`src/rtl/spi_xfer_arbiter_pkg.sv`:
```
// spi_xfer_arbiter_pkg: shared state encoding, default timing and sizing helper
package spi_xfer_arbiter_pkg;
  typedef enum logic [2:0] {IDLE, SETUP, XFER, WAIT, HOLD, GAP} spi_arb_state_e;
  localparam int NUM_REQ_D  = 4;
  localparam int LEN_W_D    = 4;
  localparam int CS_SETUP_D = 2;
  localparam int CS_HOLD_D  = 2;
  localparam int CS_GAP_D   = 1;
  function automatic int max3(input int a, input int b, input int c);
    return (a > b) ? ((a > c) ? a : c) : ((b > c) ? b : c);
  endfunction
endpackage

```
`src/rtl/spi_xfer_arbiter_if.sv`:
```
// spi_xfer_arbiter_if: requester and engine signals of the transfer arbiter
interface spi_xfer_arbiter_if #(
  parameter int NUM_REQ = 4,
  parameter int LEN_W   = 4
);
  logic [NUM_REQ-1:0]       req_valid;
  logic [NUM_REQ*LEN_W-1:0] req_len;
  logic [NUM_REQ*8-1:0]     tx_data;
  logic [NUM_REQ-1:0]       tx_pop;
  logic [7:0]               rx_data;
  logic [NUM_REQ-1:0]       rx_valid;
  logic [NUM_REQ-1:0]       done;
  logic [NUM_REQ-1:0]       cs_n;
  logic                     busy;
  logic                     eng_start;
  logic [7:0]               eng_tx_data;
  logic                     eng_done;
  logic [7:0]               eng_rx_data;
  modport slave (
    input  req_valid, req_len, tx_data, eng_done, eng_rx_data,
    output tx_pop, rx_data, rx_valid, done, cs_n, busy, eng_start, eng_tx_data
  );
  modport master (
    output req_valid, req_len, tx_data, eng_done, eng_rx_data,
    input  tx_pop, rx_data, rx_valid, done, cs_n, busy, eng_start, eng_tx_data
  );
endinterface

```
`src/rtl/spi_xfer_arbiter_rr.sv`:
```
// spi_rr_arbiter: first request at or above ptr, wrapping, as one-hot and index
module spi_rr_arbiter #(
  parameter int NUM_REQ = 4,
  localparam int ID_W   = $clog2(NUM_REQ)
) (
  input  logic [NUM_REQ-1:0] req,
  input  logic [ID_W-1:0]    ptr,
  output logic [NUM_REQ-1:0] gnt,
  output logic [ID_W-1:0]    gnt_id,
  output logic               any
);
  logic [ID_W-1:0] idx;
  // scan offsets from farthest to nearest so the nearest requester wins
  always_comb begin
    idx    = '0;
    gnt_id = '0;
    any    = 1'b0;
    for (int i = NUM_REQ - 1; i >= 0; i--) begin
      idx = ID_W'((int'(ptr) + i) % NUM_REQ);
      if (req[idx]) begin
        gnt_id = idx;
        any    = 1'b1;
      end
    end
  end
  assign gnt = any ? (NUM_REQ'(1) << gnt_id) : '0;
endmodule

```
`src/rtl/spi_xfer_arbiter.sv`:
```
// spi_xfer_arbiter: round-robin sharing of one SPI byte engine with chip-select framing
module spi_xfer_arbiter
  import spi_xfer_arbiter_pkg::*;
#(
  parameter int NUM_REQ  = NUM_REQ_D,
  parameter int LEN_W    = LEN_W_D,
  parameter int CS_SETUP = CS_SETUP_D,
  parameter int CS_HOLD  = CS_HOLD_D,
  parameter int CS_GAP   = CS_GAP_D
) (
  input logic               clk,
  input logic               rst,
  spi_xfer_arbiter_if.slave bus
);
  localparam int ID_W = $clog2(NUM_REQ);
  localparam int PH_W = $clog2(max3(CS_SETUP, CS_HOLD, CS_GAP) + 1);
  spi_arb_state_e     state;
  logic [ID_W-1:0]    ptr, gnt_id, rr_id;
  logic [NUM_REQ-1:0] rr_gnt, gnt_oh;
  logic               rr_any, go;
  logic [LEN_W-1:0]   cnt;
  logic [PH_W-1:0]    ph;
  logic [NUM_REQ-1:0] tx_pop, rx_valid, done, cs_n;
  logic [7:0]         rx_data, eng_tx_data;
  logic               busy, eng_start;
  spi_rr_arbiter #(.NUM_REQ(NUM_REQ)) u_rr (
    .req   (bus.req_valid),
    .ptr   (ptr),
    .gnt   (rr_gnt),
    .gnt_id(rr_id),
    .any   (rr_any)
  );
  assign gnt_oh = NUM_REQ'(1) << gnt_id;
  // in WAIT a nonzero ph marks the spacer cycle between eng_done and the next byte
  assign go = (state == SETUP && ph == '0) || (state == WAIT && ph != '0);
  // burst sequencer: grant, CS setup, byte loop, CS hold, gap
  always_ff @(posedge clk or posedge rst) begin
    if (rst) begin
      state       <= IDLE;
      ptr         <= '0;
      gnt_id      <= '0;
      cnt         <= '0;
      ph          <= '0;
      tx_pop      <= '0;
      rx_valid    <= '0;
      done        <= '0;
      cs_n        <= '1;
      rx_data     <= '0;
      eng_tx_data <= '0;
      busy        <= 1'b0;
      eng_start   <= 1'b0;
    end else begin
      eng_start <= go;
      tx_pop    <= go ? gnt_oh : '0;
      rx_valid  <= '0;
      done      <= '0;
      if (go) eng_tx_data <= bus.tx_data[gnt_id*8 +: 8];
      case (state)
        IDLE: if (rr_any) begin
          gnt_id <= rr_id;
          cnt    <= bus.req_len[rr_id*LEN_W +: LEN_W];
          ptr    <= (rr_id == ID_W'(NUM_REQ - 1)) ? '0 : rr_id + 1'b1;
          cs_n   <= ~rr_gnt;
          busy   <= 1'b1;
          ph     <= PH_W'(CS_SETUP - 1);
          state  <= SETUP;
        end
        SETUP: begin
          ph    <= go ? ph : ph - 1'b1;
          state <= go ? XFER : SETUP;
        end
        XFER: begin
          ph    <= '0;
          state <= WAIT;
        end
        WAIT: if (go) begin
          ph    <= '0;
          state <= XFER;
        end else if (bus.eng_done) begin
          rx_data  <= bus.eng_rx_data;
          rx_valid <= gnt_oh;
          cnt      <= (cnt != '0) ? cnt - 1'b1 : cnt;
          ph       <= (cnt != '0) ? PH_W'(1) : PH_W'(CS_HOLD - 1);
          done     <= (cnt == '0 && CS_HOLD == 1) ? gnt_oh : '0;
          state    <= (cnt != '0) ? WAIT : HOLD;
        end
        HOLD: if (ph == '0) begin
          cs_n  <= '1;
          ph    <= PH_W'(CS_GAP - 1);
          state <= GAP;
        end else begin
          done <= (ph == PH_W'(1)) ? gnt_oh : '0;
          ph   <= ph - 1'b1;
        end
        GAP: if (ph == '0) begin
          busy  <= 1'b0;
          state <= IDLE;
        end else ph <= ph - 1'b1;
        default: state <= IDLE;
      endcase
    end
  end
  assign bus.tx_pop      = tx_pop;
  assign bus.rx_data     = rx_data;
  assign bus.rx_valid    = rx_valid;
  assign bus.done        = done;
  assign bus.cs_n        = cs_n;
  assign bus.busy        = busy;
  assign bus.eng_start   = eng_start;
  assign bus.eng_tx_data = eng_tx_data;
endmodule
```
`src/flat_wrapper.sv`:
```
// flat-port wrapper written by rule: the top's interface ports become plain ports
module spi_xfer_arbiter_flat import spi_xfer_arbiter_pkg::*;
#(
  parameter int NUM_REQ  = NUM_REQ_D,
  parameter int LEN_W    = LEN_W_D,
  parameter int CS_SETUP = CS_SETUP_D,
  parameter int CS_HOLD  = CS_HOLD_D,
  parameter int CS_GAP   = CS_GAP_D
)
  (clk, rst, bus_req_valid, bus_req_len, bus_tx_data, bus_eng_done, bus_eng_rx_data, bus_tx_pop, bus_rx_data, bus_rx_valid, bus_done, bus_cs_n, bus_busy, bus_eng_start, bus_eng_tx_data);
  spi_xfer_arbiter_if #(.NUM_REQ(NUM_REQ), .LEN_W(LEN_W)) bus_i ();
  input logic clk;
  input logic rst;
  input wire logic [$bits(bus_i.req_valid)-1:0] bus_req_valid;
  input wire logic [$bits(bus_i.req_len)-1:0] bus_req_len;
  input wire logic [$bits(bus_i.tx_data)-1:0] bus_tx_data;
  input wire logic [$bits(bus_i.eng_done)-1:0] bus_eng_done;
  input wire logic [$bits(bus_i.eng_rx_data)-1:0] bus_eng_rx_data;
  output wire logic [$bits(bus_i.tx_pop)-1:0] bus_tx_pop;
  output wire logic [$bits(bus_i.rx_data)-1:0] bus_rx_data;
  output wire logic [$bits(bus_i.rx_valid)-1:0] bus_rx_valid;
  output wire logic [$bits(bus_i.done)-1:0] bus_done;
  output wire logic [$bits(bus_i.cs_n)-1:0] bus_cs_n;
  output wire logic [$bits(bus_i.busy)-1:0] bus_busy;
  output wire logic [$bits(bus_i.eng_start)-1:0] bus_eng_start;
  output wire logic [$bits(bus_i.eng_tx_data)-1:0] bus_eng_tx_data;
  assign bus_i.req_valid = bus_req_valid;
  assign bus_i.req_len = bus_req_len;
  assign bus_i.tx_data = bus_tx_data;
  assign bus_i.eng_done = bus_eng_done;
  assign bus_i.eng_rx_data = bus_eng_rx_data;
  assign bus_tx_pop = bus_i.tx_pop;
  assign bus_rx_data = bus_i.rx_data;
  assign bus_rx_valid = bus_i.rx_valid;
  assign bus_done = bus_i.done;
  assign bus_cs_n = bus_i.cs_n;
  assign bus_busy = bus_i.busy;
  assign bus_eng_start = bus_i.eng_start;
  assign bus_eng_tx_data = bus_i.eng_tx_data;
  spi_xfer_arbiter #(.NUM_REQ(NUM_REQ), .LEN_W(LEN_W), .CS_SETUP(CS_SETUP), .CS_HOLD(CS_HOLD), .CS_GAP(CS_GAP)) u_core (.clk(clk), .rst(rst), .bus(bus_i));
endmodule
```
`config.mk`:
```
export PLATFORM = sky130hd
export DESIGN_NAME = spi_xfer_arbiter_flat
export DESIGN_NICKNAME = d
export VERILOG_FILES = /design/src/rtl/spi_xfer_arbiter_pkg.sv /design/src/rtl/spi_xfer_arbiter_if.sv /design/src/rtl/spi_xfer_arbiter_rr.sv /design/src/rtl/spi_xfer_arbiter.sv /design/src/flat_wrapper.sv
export SDC_FILE = /design/constraint.sdc
export NUM_CORES = 1
export LEC_CHECK = 0
export BUFFER_PORTS_ARGS = -buffer_cell sky130_fd_sc_hd__buf_2
export CORE_AREA = 2 2 100 112
export CTS_BUF_LIST = sky130_fd_sc_hd__clkbuf_4 sky130_fd_sc_hd__clkbuf_8
export DETAILED_ROUTE_END_ITERATION = 8
export DIE_AREA = 0 0 102 114
export SYNTH_ARGS = -nofsm -noshare
export SYNTH_HDL_FRONTEND = slang
export SYNTH_HIERARCHICAL = 1
export SYNTH_SLANG_ARGS = --single-unit
```
`constraint.sdc`:
```
create_clock -name clk -period 2.5 [get_ports clk]
set_input_delay 0.125 -clock clk [delete_from_list [all_inputs] [get_ports clk]]
set_output_delay 0.125 -clock clk [all_outputs]
set_load 0.02 [all_outputs]
```
==> results of run 1 <==
==> power by group <==
group	switching, mW	total [mW]	internal [mW]
registers	0.328	1.43	1.10
logic	1.09	2.09	1.00
clock network	0.272	0.498	0.226
total	1.69	4.01	2.33
==> worst paths after layout <==
check | slack [ns] | to
max | 0.32 | u_core/cnt[0]
min | 0.05 | u_core/bus.rx_data[2]
max reg2reg | 0.32 | u_core/cnt[0]
min reg2reg | 0.51 | u_core/bus.cs_n[3]
max in group asynchronous | 1.33 | u_core/bus.cs_n[2]
min in group asynchronous | 0.40 | u_core/bus.eng_start
==> state kept, by name, indices dropped and copies added (netlist names) <==
| signal | cells |
|---|---|
| u_core/bus.busy | 1 |
| u_core/bus.cs_n | 4 |
| u_core/bus.done | 4 |
| u_core/bus.eng_start | 1 |
| u_core/bus.eng_tx_data | 8 |
| u_core/bus.rx_data | 8 |
| u_core/bus.rx_valid | 4 |
| u_core/bus.tx_pop | 4 |
| u_core/cnt | 4 |
| u_core/gnt_id | 2 |
| u_core/ph | 2 |
| u_core/ptr | 2 |
| u_core/state | 3 |
==> logic make-up after synthesis <==
logic type	Yosys count	share of synthesized area [%]
buffers and inverters	22	3.65
muxes	33	19.7
and+or+nand+nor	74	16.0
AOI/OAI and AO/OA	42	11.4
xor gates and xnor gates	1	0.341
adders and majority gates	6	2.92
DFF	47	46.0
==> metal layers <==
| layer | part of all wire (%) | GRT usage [%] |
|---|---|---|
| met2 | 47 | 18.2 |
| met4 | 0.61 | 2.13 |
| met1 | 45 | 13.6 |
| met3 | 6.8 | 2.45 |
| met5 | 0 | 0 |
==> cell type report <==
cell class / instances / area [sq um]
fill: 1108 / 7280
multi-input combinational: 156 / 1290
sequential: 47 / 1180
timing repair buffer: 103 / 536
tap: 147 / 184
clock buffer: 6 / 82.6
inverter: 9 / 33.8
clock inverter: 2 / 16.3
==> stage by stage <==
stage / hold slack (ns) / utilization [%] / power, mW / area, sq um / instances
floorplan: 0.275 / - / 2.98 / 2570 / 225
global placement: 0.191 / 30.3 / 3.49 / 3220 / 461
detailed placement: 0.192 / 30.3 / 3.54 / 3220 / 461
CTS: 0.0415 / 31.3 / 4.06 / 3330 / 470
global route: 0.0395 / 31.3 / 4.32 / 3330 / 470
finish: 0.0521 / 31.3 / 4.01 / 3330 / 470
==> cell usage after synthesis, drive strengths merged (2+ instances only) <==
master | instances | area [sq um]
mux2 | 21 | 236
buf | 8 | 41.3
o32ai | 3 | 26.3
or2 | 2 | 12.5
clkbuf | 5 | 18.8
o21ai | 9 | 45.0
dfrtp | 43 | 1080
o311ai | 2 | 17.5
and3b | 2 | 17.5
nor2b | 2 | 15.0
nor4 | 4 | 25.0
o31a | 2 | 17.5
nand2 | 9 | 33.8
dfstp | 4 | 105
nor4b | 2 | 32.5
ha | 6 | 75.1
inv | 8 | 30.0
a221o | 2 | 20.0
a31oi | 5 | 31.3
mux4 | 12 | 270
nand2b | 8 | 50.1
nor3 | 8 | 51.3
nand3b | 4 | 30.0
nor2 | 26 | 97.6
a21oi | 9 | 48.8
nand3 | 3 | 15.0
==> critical path, cell delays in order, from the launching register on <==
cell and delay, ns:
sky130_fd_sc_hd__dfrtp_1 0.50, sky130_fd_sc_hd__nor2b_2 0.10, sky130_fd_sc_hd__o21bai_1 0.16, sky130_fd_sc_hd__a211oi_1 0.22
sky130_fd_sc_hd__buf_4 0.20, sky130_fd_sc_hd__mux4_2 0.51, sky130_fd_sc_hd__a221o_1 0.37
==> flow_metrics.py, run 1 <==
metrics = {
    "cts": {
        "clk_path_buf_depth": 2,
        "cts_hold_buf": 1,
        "cts.repair_timing.setup_buffer_count": 0,
        "clk_root_buffer_cell": "sky130_fd_sc_hd__clkbuf_8",
        "htreeDepth": 2,
        "clk_pin_slew_ns": 0.09,
        "tritoncts": "yes",
        "cts-buffers-inserted": 5,
        "cts_resized": 0,
        "worst_skew_late_latency_ns": 0.30,
        "cts_num_sinks": 47,
    },
    "floorplan": {
        "num_io_pins": 97,
        "initial_core_util_pct": 24.2,
        "die_width_um": 102,
        "core.rowCount": 40,
        "core_area_sq_um": 10600,
        "floorplan.die.height_um": 114,
        "die-area_sq_um": 11600,
    },
    "route": {
        "antenna_violating_nets_post_route": 0,
        "drt_wl_total_um": 6200,
        "vias": 2167,
        "routed_via_density": 4.61,
        "drt_pre_antenna_iters": 4,
        "dr.first_iter.drc_count": 121,
        "route.detailed.drc": 0,
        "post_drt_wl_per_cell_um": 13.2,
    },
    "cells_and_area": {
        "layout.nets": 391,
        "syn_to_final_growth_pct": 29.5,
        "most-common-layout-cells": "sky130_fd_sc_hd__buf_2 (96), sky130_fd_sc_hd__dfrtp_1 (43), sky130_fd_sc_hd__nor2_1 (26)",
        "antenna_cells": 0,
        "layout.cells.most_common": "sky130_fd_sc_hd__buf_2",
        "post_route_cells_drive_above_1_share_pct": 48.0,
    },
    "logic_synthesis": {
        "number_of_enable_type_register_cells_in_the_synthesized_netlist": 0,
        "synth_sequential_area_ratio_pct": 46.0,
        "syn_area_sq_um": 2570,
        "ys_async_sr_fraction_pct": 100,
        "synth_warnings": 6,
        "netlist_instances": 225,
        "yosys_register_bits": 47,
        "postSynthNetCount": 294,
        "post_synthesis_mean_instance_area_sq_um": 11.4,
        "post_synth_num_cell_types": 50,
        "synthFlopType": "sky130_fd_sc_hd__dfrtp_1",
    },
    "setup_path": {
        "crit_path_start_kind": "flop",
        "worst_setup_path_startpoint": "u_core/ptr[0]",
        "critPathKind": "reg -> reg",
        "cp_data_arrival_time_ns": 2.37,
        "rr_worst_depth": 6,
        "startpoint_of_the_worst_register_to_register_path": "u_core/ptr[0]",
        "worstSetupEndpointType": "flop",
        "critical_path.max_fanout": 9,
        "worst_ep_required_time_ns": 2.69,
    },
    "grt": {
        "grt_max_degree": 26,
        "initial_antenna_violation_count": 0,
        "grt_first_pass_wirelength_um": 9830,
        "grt_remaining_overflow": 0,
        "vias_in_the_first_global_route": 2030,
        "grt_use_total_pct": 10.6,
    },
    "place": {
        "place_hpwl_um": 4750,
        "preCtsSetupSlack_ns": 0.343,
        "placement.io_buffers": 96,
        "globalplace.congestion": 0.864,
    },
    "hold_path": {
        "worstHoldPathCells": 2,
        "min_from": "bus_eng_rx_data[2]",
        "hp-class": "in -> reg",
    },
    "status": {
        "status": "completed",
    },
    "timing": {
        "rsz0062_at_grt": "false",
        "timing.max_slew.rel_slack_pct": 50.6,
        "timing.final.max_slew_violations": 0,
        "finalCriticalPeriod_ns": 2.18,
        "fin_ws_ns": 0.324,
        "worst_pin_slew_ns": 0.742,
        "period_share_pct": 87.0,
        "fmax_mhz": 460,
        "timing.setup.tns_ns": 0,
        "setup_viol_count_final": 0,
        "hold_violations": 0,
        "timing.clock.skew_ns": 0.00650,
    },
    "pwr": {
        "worst_ir_drop_vdd_mv": 0.399,
        "pwr_density_cell_nw_per_um2": 1210,
        "leakagePower_nw": 1.51,
    },
    "run": {
        "cap_viol_max_count": 0,
    },
}
Note: power is estimated with default switching activity, not from simulation.
==> inputs of run 2 (changes only) <==
- CORE_AREA: 2 2 100 112 -> 2 2 125 90
- DIE_AREA: 0 0 102 114 -> 0 0 127 92
==> flow_metrics.py, run 2 (synthesis results as in run 1) <==
metrics = {
    "status": {
        "status": "completed",
    },
    "route": {
        "dr.first_iter.drc_count": 89,
        "drt_pre_antenna_iters": 4,
        "routed_via_density": 4.64,
        "route.detailed.drc": 0,
        "post_drt_wl_per_cell_um": 14.0,
        "vias": 2136,
        "drt_wl_total_um": 6420,
        "antenna_violating_nets_post_route": 0,
    },
    "timing": {
        "worst_pin_slew_ns": 0.762,
        "fmax_mhz": 461,
        "timing.final.max_slew_violations": 0,
        "hold_violations": 0,
        "setup_viol_count_final": 0,
        "timing.clock.skew_ns": 0.0146,
        "rsz0062_at_grt": "false",
        "timing.setup.tns_ns": 0,
        "timing.max_slew.rel_slack_pct": 49.2,
        "finalCriticalPeriod_ns": 2.17,
        "period_share_pct": 86.9,
    },
    "setup_path": {
        "critical_path_cell_by_cell": "nor2b_2 > o21bai_1 > a211oi_1 > buf_4 > mux4_2 > a221o_1",
        "timing.reg2reg.setup_slack_ns": 0.33,
        "rr_worst_depth": 6,
        "cp_data_arrival_time_ns": 2.37,
        "startpoint_of_the_worst_register_to_register_path": "u_core/ptr[0]",
        "worstSetupEndpointType": "flop",
        "critPathKind": "reg -> reg",
        "crit_path_start_kind": "flop",
        "crit_path_end": "u_core/cnt[0]",
        "worst_ep_required_time_ns": 2.69,
        "critical_path.max_fanout": 9,
        "cell_with_the_largest_stage_delay_on_the_worst_path": "sky130_fd_sc_hd__dfrtp_1",
        "regToRegEndpoint": "u_core/cnt[0]",
        "worst_setup_path_startpoint": "u_core/ptr[0]",
        "timing.critical_path.slowest_cell_delay_ns": 0.50,
    },
    "cts": {
        "tritoncts": "yes",
        "worst_skew_late_latency_ns": 0.31,
        "cts_num_sinks": 47,
        "htreeDepth": 2,
        "cts-buffers-inserted": 5,
        "clk_root_buffer_cell": "sky130_fd_sc_hd__clkbuf_8",
        "clk_pin_slew_ns": 0.10,
        "clk_path_buf_depth": 2,
        "cts_resized": 0,
    },
    "pwr": {
        "post-layout-total-power_mw": 4.10,
        "leakagePower_nw": 1.53,
        "pwr_density_cell_nw_per_um2": 1230,
        "worst_ir_drop_vdd_mv": 0.382,
    },
    "cells_and_area": {
        "syn_to_final_growth_pct": 29.9,
        "layout.cells.most_common": "sky130_fd_sc_hd__buf_2",
        "antenna_cells": 0,
        "most-common-layout-cells": "sky130_fd_sc_hd__buf_2 (96), sky130_fd_sc_hd__dfrtp_1 (43), sky130_fd_sc_hd__nor2_1 (26)",
        "registers_with_the_highest_flip_flop_counts": "u_core/bus.eng_tx_data: 8 flops, u_core/bus.rx_data: 8 flops",
        "layout.nets": 392,
        "final_util_pct": 31.3,
        "post_route_cells_drive_above_1_share_pct": 48.1,
        "final_cells": 460,
    },
    "floorplan": {
        "floorplan.die.height_um": 92,
        "die-area_sq_um": 11700,
        "core.rowCount": 32,
        "num_io_pins": 97,
        "initial_core_util_pct": 24.1,
        "die_width_um": 127,
        "core_area_sq_um": 10700,
    },
    "grt": {
        "vias_in_the_first_global_route": 2032,
        "grt_max_degree": 24,
        "grt_use_total_pct": 11.1,
        "grt_first_pass_wirelength_um": 10200,
        "grt_remaining_overflow": 0,
        "initial_antenna_violation_count": 0,
    },
    "place": {
        "globalplace.congestion": 0.792,
        "placement.io_buffers": 96,
        "placed_cells_incl_taps": 451,
        "place_hpwl_um": 5010,
    },
    "hold_path": {
        "hp-class": "in -> reg",
        "worstHoldPathCells": 2,
        "min_from": "bus_eng_rx_data[1]",
    },
    "run": {
        "cap_viol_max_count": 0,
    },
}
run 2: changes by cell type in the layout (fill, tap and decap cells not counted):
cell | previous run | this run
sky130_fd_sc_hd__clkinv_4 | 1 | 0
sky130_fd_sc_hd__inv_6 | 0 | 1
sky130_fd_sc_hd__buf_4 | 6 | 7
sky130_fd_sc_hd__bufinv_16 | 0 | 1
sky130_fd_sc_hd__clkbuf_8 | 6 | 5
run 2: how the worst min path moves through the flow:
stage                                 end  slack [ns]
floorplan           u_core/bus.rx_data[2]        0.28
global placement            u_core/cnt[3]        0.18
detailed placement          u_core/cnt[3]        0.18
CTS                 u_core/bus.rx_data[1]        0.03
global route        u_core/bus.rx_data[5]        0.04
finish              u_core/bus.rx_data[1]        0.04
run 2: cell type report:
class / instances / area [sq um]
clock buffers: 5 / 68.8
clock inverters: 3 / 46.3
fillers: 1099 / 7310
inverters: 9 / 33.8
multi-input cells: 156 / 1290
flip-flops and latches: 47 / 1180
well taps: 136 / 170
repair buffers: 104 / 543
run 2: power breakdown:
part           internal, mW  switching (mW)  total [mW]  leakage (nW)
sequential             1.10           0.333        1.43         0.581
clock                 0.301           0.273       0.575        0.0548
combinational          1.00            1.09        2.09         0.892
run 2: routing by layer:
layer / vias up / part of all wire, % / global-route usage (%)
li1: 1031 / - / -
met1: 1032 / 43 / 14.6
met2: 71 / 47 / 17.2
met3: 2 / 9.8 / 4.73
met4: 0 / 0.28 / 1.92
met5: - / 0 / 0
run 2: timing repair:
action,in CTS,in global routing
hold buffers,1,0
hold endpoints to repair,21,0
setup buffers,0,0
run 2: worst max-delay path: cells and delay by family, from the launching register on:
family | cells | cell delay [ns]
AO/OA/AOI/OAI | 3 | 0.75
AND/OR/NAND/NOR | 1 | 0.10
multiplexers | 1 | 0.50
flip-flops | 1 | 0.50
buffers and inverters | 1 | 0.20
run 2: metrics by stage:
stage	setup WS, ns	instance area [sq um]	hold slack, ns
floorplan	0.265	2570	0.275
detailed placement	0.335	3210	0.184
global placement	0.378	3210	0.183
CTS	0.320	3340	0.0281
global route	0.193	3340	0.0387
finish	0.329	3340	0.0448
